### config.mk
export PLATFORM = sky130hd
export DESIGN_NAME = fetch_unit
export DESIGN_NICKNAME = d
export VERILOG_FILES = /design/src/rtl/fetch_pkg.sv /design/src/rtl/fetch_fifo.sv /design/src/rtl/fetch_unit.sv
export SDC_FILE = /design/constraint.sdc
export NUM_CORES = 1
export LEC_CHECK = 0
export BUFFER_PORTS_ARGS = -buffer_cell sky130_fd_sc_hd__clkbuf_2
export CORE_ASPECT_RATIO = 1.2
export CORE_MARGIN = 4
export CORE_UTILIZATION = 30
export DETAILED_ROUTE_END_ITERATION = 8
export SYNTH_ARGS = -nofsm -noshare
export SYNTH_HDL_FRONTEND = slang
export SYNTH_SLANG_ARGS = --single-unit
### constraint.sdc
create_clock -name clk -period 3.1 [get_ports clk]
set_input_delay 0.465 -clock clk [delete_from_list [all_inputs] [get_ports clk]]
set_output_delay 0.465 -clock clk [all_outputs]
set_load 0.05 [all_outputs]
### src/rtl/fetch_pkg.sv
// Shared types and constants for the KISC-V prefetching instruction fetch unit.
package fetch_pkg;

  typedef enum logic [1:0] {
    IDLE   = 2'd0,
    SETUP  = 2'd1,
    ACCESS = 2'd2
  } state_e;

  localparam int PC_STEP_WORD = 1;
  localparam int PC_STEP_BYTE = 4;

  localparam logic [3:0] DSIZE_WORD = 4'b1111;

endpackage

### src/rtl/fetch_fifo.sv
// Prefetch buffer: synchronous FIFO with synchronous flush; head reads as zero when empty.
module fetch_fifo #(
  parameter int W     = 64,
  parameter int DEPTH = 4
) (
  input  logic                       clk,
  input  logic                       rts,
  input  logic                       push,
  input  logic [W-1:0]               push_data,
  input  logic                       pop,
  input  logic                       flush,
  output logic [W-1:0]               head,
  output logic [$clog2(DEPTH+1)-1:0] level
);

  localparam int AW = $clog2(DEPTH);
  localparam int LW = $clog2(DEPTH+1);

  logic [W-1:0]  mem_q [DEPTH];
  logic [AW-1:0] rd_q, rd_d, wr_q, wr_d;
  logic [LW-1:0] cnt_q, cnt_d;
  logic          do_push, do_pop;

  always_comb begin
    do_push = push && !flush;
    do_pop  = pop && (cnt_q != '0) && !flush;
    rd_d    = rd_q;
    wr_d    = wr_q;
    cnt_d   = cnt_q;
    if (flush) begin
      rd_d  = '0;
      wr_d  = '0;
      cnt_d = '0;
    end else begin
      if (do_push) wr_d = wr_q + 1'b1;
      if (do_pop)  rd_d = rd_q + 1'b1;
      cnt_d = cnt_q + LW'(do_push) - LW'(do_pop);
    end
  end

  always_ff @(posedge clk or negedge rts) begin
    if (!rts) begin
      rd_q  <= '0;
      wr_q  <= '0;
      cnt_q <= '0;
    end else begin
      rd_q  <= rd_d;
      wr_q  <= wr_d;
      cnt_q <= cnt_d;
    end
  end

  // Storage carries data only, so it is left out of reset.
  always_ff @(posedge clk) begin
    if (do_push) mem_q[wr_q] <= push_data;
  end

  assign head  = (cnt_q != '0) ? mem_q[rd_q] : '0;
  assign level = cnt_q;

endmodule

### src/rtl/fetch_unit.sv
// Prefetching instruction fetch front end: owns the PC, issues APB reads, queues words with their PC.
module fetch_unit
  import fetch_pkg::*;
#(
  parameter int              XLEN      = 32,
  parameter int              DEPTH     = 4,
  parameter logic [XLEN-1:0] RESET_VEC = '0,
  parameter int              PC_STEP   = 4
) (
  input  logic                       clk,
  input  logic                       rts,
  output logic                       mem_sel,
  output logic                       mem_en,
  output logic [XLEN-1:0]            mem_addr,
  output logic [3:0]                 mem_strb,
  input  logic [31:0]                mem_rdata,
  input  logic                       mem_ready,
  output logic                       ins_valid,
  output logic [31:0]                ins_data,
  output logic [XLEN-1:0]            ins_pc,
  input  logic                       ins_ready,
  input  logic                       redir_valid,
  input  logic [XLEN-1:0]            redir_pc,
  input  logic                       halt,
  output logic                       misalign_err,
  output logic [$clog2(DEPTH+1)-1:0] level
);

  localparam int              LW         = $clog2(DEPTH+1);
  localparam logic [LW-1:0]   DEPTH_L    = LW'(DEPTH);
  localparam logic [XLEN-1:0] STEP       = XLEN'(PC_STEP);
  localparam logic [XLEN-1:0] ALIGN_MASK = (PC_STEP == PC_STEP_BYTE) ? ~XLEN'(3) : '1;

  state_e          state_q, state_d;
  logic [XLEN-1:0] fetch_pc_q, fetch_pc_d;
  logic [XLEN-1:0] mem_addr_q, mem_addr_d;
  logic            discard_q, discard_d;
  logic            misalign_q, misalign_d;

  logic            complete, push, pop, issue_ok, issue;
  logic [LW-1:0]   lvl_after;
  logic [XLEN+31:0] head;

  assign complete  = (state_q == ACCESS) && mem_ready;
  assign pop       = ins_valid && ins_ready;
  assign push      = complete && !discard_q && !redir_valid;
  // Occupancy once this edge's push/pop land; nothing else can be in flight at an issue edge.
  assign lvl_after = level + LW'(push) - LW'(pop);
  assign issue_ok  = !halt && !redir_valid && (lvl_after < DEPTH_L);

  always_comb begin
    state_d    = state_q;
    fetch_pc_d = fetch_pc_q;
    mem_addr_d = mem_addr_q;
    discard_d  = discard_q;
    misalign_d = 1'b0;
    issue      = 1'b0;
    case (state_q)
      IDLE: begin
        if (issue_ok) begin
          state_d = SETUP;
          issue   = 1'b1;
        end
      end
      SETUP: state_d = ACCESS;
      ACCESS: begin
        if (mem_ready) begin
          discard_d = 1'b0;
          if (issue_ok) begin
            state_d = SETUP;
            issue   = 1'b1;
          end else begin
            state_d = IDLE;
          end
        end
      end
      default: state_d = IDLE;
    endcase
    if (issue) begin
      mem_addr_d = fetch_pc_q;
      fetch_pc_d = fetch_pc_q + STEP;
    end
    // A transfer still outstanding after this edge must have its data dropped.
    if (redir_valid) begin
      fetch_pc_d = redir_pc & ALIGN_MASK;
      misalign_d = (PC_STEP == PC_STEP_BYTE) && (redir_pc[1:0] != 2'b00);
      if ((state_q == SETUP) || ((state_q == ACCESS) && !mem_ready)) discard_d = 1'b1;
    end
  end

  always_ff @(posedge clk or negedge rts) begin
    if (!rts) begin
      state_q    <= IDLE;
      fetch_pc_q <= RESET_VEC;
      mem_addr_q <= RESET_VEC;
      discard_q  <= 1'b0;
      misalign_q <= 1'b0;
    end else begin
      state_q    <= state_d;
      fetch_pc_q <= fetch_pc_d;
      mem_addr_q <= mem_addr_d;
      discard_q  <= discard_d;
      misalign_q <= misalign_d;
    end
  end

  fetch_fifo #(
    .W     (XLEN + 32),
    .DEPTH (DEPTH)
  ) u_fifo (
    .clk       (clk),
    .rts       (rts),
    .push      (push),
    .push_data ({mem_addr_q, mem_rdata}),
    .pop       (pop),
    .flush     (redir_valid),
    .head      (head),
    .level     (level)
  );

  assign mem_sel      = (state_q != IDLE);
  assign mem_en       = (state_q == ACCESS);
  assign mem_addr     = mem_addr_q;
  assign mem_strb     = DSIZE_WORD;
  assign ins_valid    = (level != '0);
  assign ins_pc       = head[XLEN+31:32];
  assign ins_data     = head[31:0];
  assign misalign_err = misalign_q;

endmodule

==> flow_summary_export.csv <==
group,metric,value,unit
floorplan,io_pins,177,
yosys,yosys-mux-area-fraction,12.27,%
detailed_routing,drt_pre_antenna_iters,5,
final_layout,final_cells,1575,
global_route,grt.total_usage,12.89,%
yosys,synth_xor_area_share,0.3987,%
sta,report.final.hold_viol_count,0,
setup_path,worst-path-max-fanout,22,
sta,fmax,0.3365,GHz
cts,cts_buffer_depth,3,
sta,worst_pin_slew,0.9347,ns
flow_run,maxCapViolCount,0,
detailed_routing,wl,30830,um
yosys,synthFlopType,"edfxtp_1",
setup_path,cp-end-kind,"flop",
setup_path,worstPathArrival,3.36,ns
yosys,synth_fa_ha_area_share,1.006,%
cts,clkLatencyLatePin,0.51,ns
cts,cts_max_level,2,
global_route,grt_max_degree,72,
final_layout,postLayoutCoreUtil,36.91,%
setup_path,crit_slowest_cell,"or3_2",
setup_path,crit_chain,"or3_2 > and2_1 > ha_1 > inv_1 > ha_1 > a31oi_4 > mux2i_4 > inv_6 > mux2_1 > a221o_1",
cts,cts_tree,"built",
final_layout,n_antenna_cell,0,
floorplan,fp.coreArea,43100,um^2
setup_path,cp_slowest_stage_delay,0.48,ns
yosys,synthCells,812,
sta,period_needed,2.972,ns
sta,setup_ws,0.1283,ns
final_layout,multi_input_area,3679,um^2
sta,rsz0062_at_grt,"no",
global_route,grt.overflow.total,0,
detailed_routing,via_per_inst,4.757,
place,numPlacedInstances,1513,
floorplan,fp.dieW,199.3,um
detailed_routing,wl_per_cell,19.58,um
cts,root_buffer,"clkbuf_16",
setup_path,path_class,"reg -> reg",
floorplan,start_util,30.58,%
final_layout,nFillCells,4066,
yosys,synth_compound_area_share,3.133,%
yosys,ys_seq_elements,319,
power,p_int,8847,uW
yosys,syn_avg_cell_area,16.23,um^2
sta,relSlewSlack,37.68,%
final_layout,fin_nets,1079,
cts,cts_made_buffers,36,
place,post-place-ws,0.1257,ns
final_layout,regArea,9231,um^2
floorplan,die_area,47370,um^2
detailed_routing,drt_iter0_drc,408,
yosys,synthSimpleGateAreaFrac,10.72,%
power,power,14420,uW
detailed_routing,drc,0,
place,gp_congestion,0.7649,
cts,post_cts_buffers,0,
setup_path,worstPathRequired,3.48,ns
cts,cts.sinks,319,
detailed_routing,drtAntennaViolNets,0,
sta,finalMaxSlewViolations,0,
global_route,grt_pass1_wl,47500,um
global_route,antenna_found_initial,0,
yosys,synth_top_family_by_area,"multiplexers",
power,powerDensity,906.4,nW/um^2
yosys,seq_area_frac_synth,69.98,%
power,comb_power_share,33.0,%
setup_path,r2r_cells,10,
yosys,synth_edf_count,248,
final_layout,layout-drive-gt1-share,31.28,%
power,power.switching,5573,uW
sta,setup_violations,0,
setup_path,crit_top_cell,"ha_1",
cts,cts_hold_buf,0,
sta,fin_skew,0.01474,ns
power,ir_drop,0.6034,mV
yosys,yosysUniqueCellTypes,51,
setup_path,critPathLaunchType,"flop",
yosys,syn_area,13180,um^2
power,clock_power_share,27.8,%
hold_path,hold_path_class,"in -> async",
power,p_leak,0.005887,uW
final_layout,area_delta_synth_final,20.70,%
floorplan,rows,83,
sta,fin_tns_setup,0,ns
floorplan,die_h,237.6,um
place,portBuffers,168,
cts,path_clk_slew,0.06,ns
yosys,async_flop_share,22.26,%
yosys,synth_warnings,0,
detailed_routing,via_count,7492,
power,p_seq_share,39.2,%
sta,fin_crit_sh,95.86,%
outcome,status,"finished, final reports clean",
cts,cts_resized,0,
power,swShare,38.65,%
global_route,grt_pass1_vias,7798,
place,dp_hpwl,19680,um
[cells by family after synthesis]
kind of cell	Yosys count
XOR/XNOR	6
buffers and inverters	66
flip-flops	319
multiplexers	82
other	2
AO/OA/AOI/OAI	52
adder cells (fa/ha/maj)	10
AND/OR/NAND/NOR	275
[synthesized netlist by cell type, types with 2 or more instances]
library cell / instances / area share, %
nor3b_1: 5 / 0.28
a211o_1: 2 / 0.13
and3_1: 14 / 0.66
conb_1: 2 / 0.057
o41ai_1: 3 / 0.20
buf_2: 12 / 0.46
a21o_1: 4 / 0.23
buf_6: 3 / 0.26
o21ai_0: 11 / 0.42
ha_1: 9 / 0.85
mux4_2: 62 / 11
edfxtp_1: 248 / 57
buf_4: 9 / 0.51
or3_1: 8 / 0.38
nand3_1: 19 / 0.72
and2_1: 66 / 3.1
clkbuf_1: 27 / 0.77
mux2_1: 4 / 0.34
inv_1: 13 / 0.37
xor2_1: 2 / 0.13
nor4_1: 5 / 0.24
o311ai_0: 2 / 0.13
a21oi_1: 5 / 0.19
a221o_1: 13 / 0.99
nand4_1: 8 / 0.38
dfrtp_1: 71 / 13
nor3_1: 11 / 0.42
mux2i_1: 13 / 0.99
nand2_1: 111 / 3.2
nor2b_1: 4 / 0.19
and4_1: 5 / 0.33
nor2_1: 12 / 0.34
o31a_1: 3 / 0.20
xnor2_1: 4 / 0.27
o211ai_1: 5 / 0.28
mux2_2: 2 / 0.17
[layout by cell type, fill, tap and decap left out, types with 7 or more instances in the layout]
cell type	instances
buf_12	8
nand2_1	111
o21ai_0	11
nor3_1	11
clkinv_1	9
conb_1	8
buf_4	20
a221o_1	13
clkbuf_16	37
nand3_1	19
mux2i_1	13
and3_1	10
nor2_1	12
mux4_2	62
and2_1	66
or3_1	7
nand4_1	8
edfxtp_1	248
ha_1	9
inv_1	13
clkbuf_2	167
dfrtp_1	69
[sequential cells by signal, summed over array words and instances (netlist names)]
name / count
misalign_err: 1
discard_q: 1
u_fifo.wr_q: 2
state_q: 2
mem_addr: 30
u_fifo.rd_q: 2
u_fifo.level: 3
fetch_pc_q: 30
u_fifo.mem_q: 248
[area by class of cell]
type	instances	area share (%)
multi-input combinational	433	23.12
clock buffer	42	5.938
clock inverter	20	1.007
tap	552	4.341
inverter	14	0.3618
sequential	319	58.03
timing repair buffer	195	7.204
[through the flow]
step / hold WS (ns) / area (um^2)
after floorplan: 0.1694 / 13200
after global routing: 0.1519 / 15910
after global placement: 0.5069 / 14800
final: 0.09674 / 15910
after detailed placement: 0.5165 / 14800
after CTS: 0.1301 / 15910
[final timing paths]
path | startpoint | to | slack (ns)
hold / removal | rts | fetch_pc_q[29]$_DFFE_PN0P_ | 0.1
setup reg to reg | u_fifo.level[1]$_DFF_PN0_ | fetch_pc_q[10]$_DFFE_PN0P_ | 0.13
min in group clk | redir_pc[2] | fetch_pc_q[2]$_DFFE_PN0P_ | 0.17
setup / recovery | u_fifo.level[1]$_DFF_PN0_ | fetch_pc_q[10]$_DFFE_PN0P_ | 0.13
hold reg to reg | state_q[1]$_DFFE_PN0P_ | discard_q$_DFF_PN0_ | 0.53
max in group asynchronous | rts | u_fifo.rd_q[0]$_DFFE_PN0P_ | 2.29
[power groups by stage]
stage          clock (uW)  combinational, uW  sequential, uW
6_report             4000               4770            5650
3_5_place_dp            0               4880            5760
4_1_cts              4140               4880            5670
2_1_floorplan           0               3050            6190
5_1_grt              4320               5120            5730
3_3_place_gp            0               4850            5730
[critical path, delay by kind of cell, from the launching register on]
kind                       cells  cell delay, ns
adders and majority gates      2            0.43
muxes                          2            0.68
AOI/OAI and AO/OA              2            0.47
buffers and inverters          2            0.20
DFF                            1            0.37
and+or+nand+nor                2            0.69
[layer usage]
layer	share of wire (%)	GRT usage, %
met1	44	17.62
met2	49	21.18
met3	4.7	2.623
met4	2.0	3.274
met5	0	0
(Power assumes the default switching activity.)
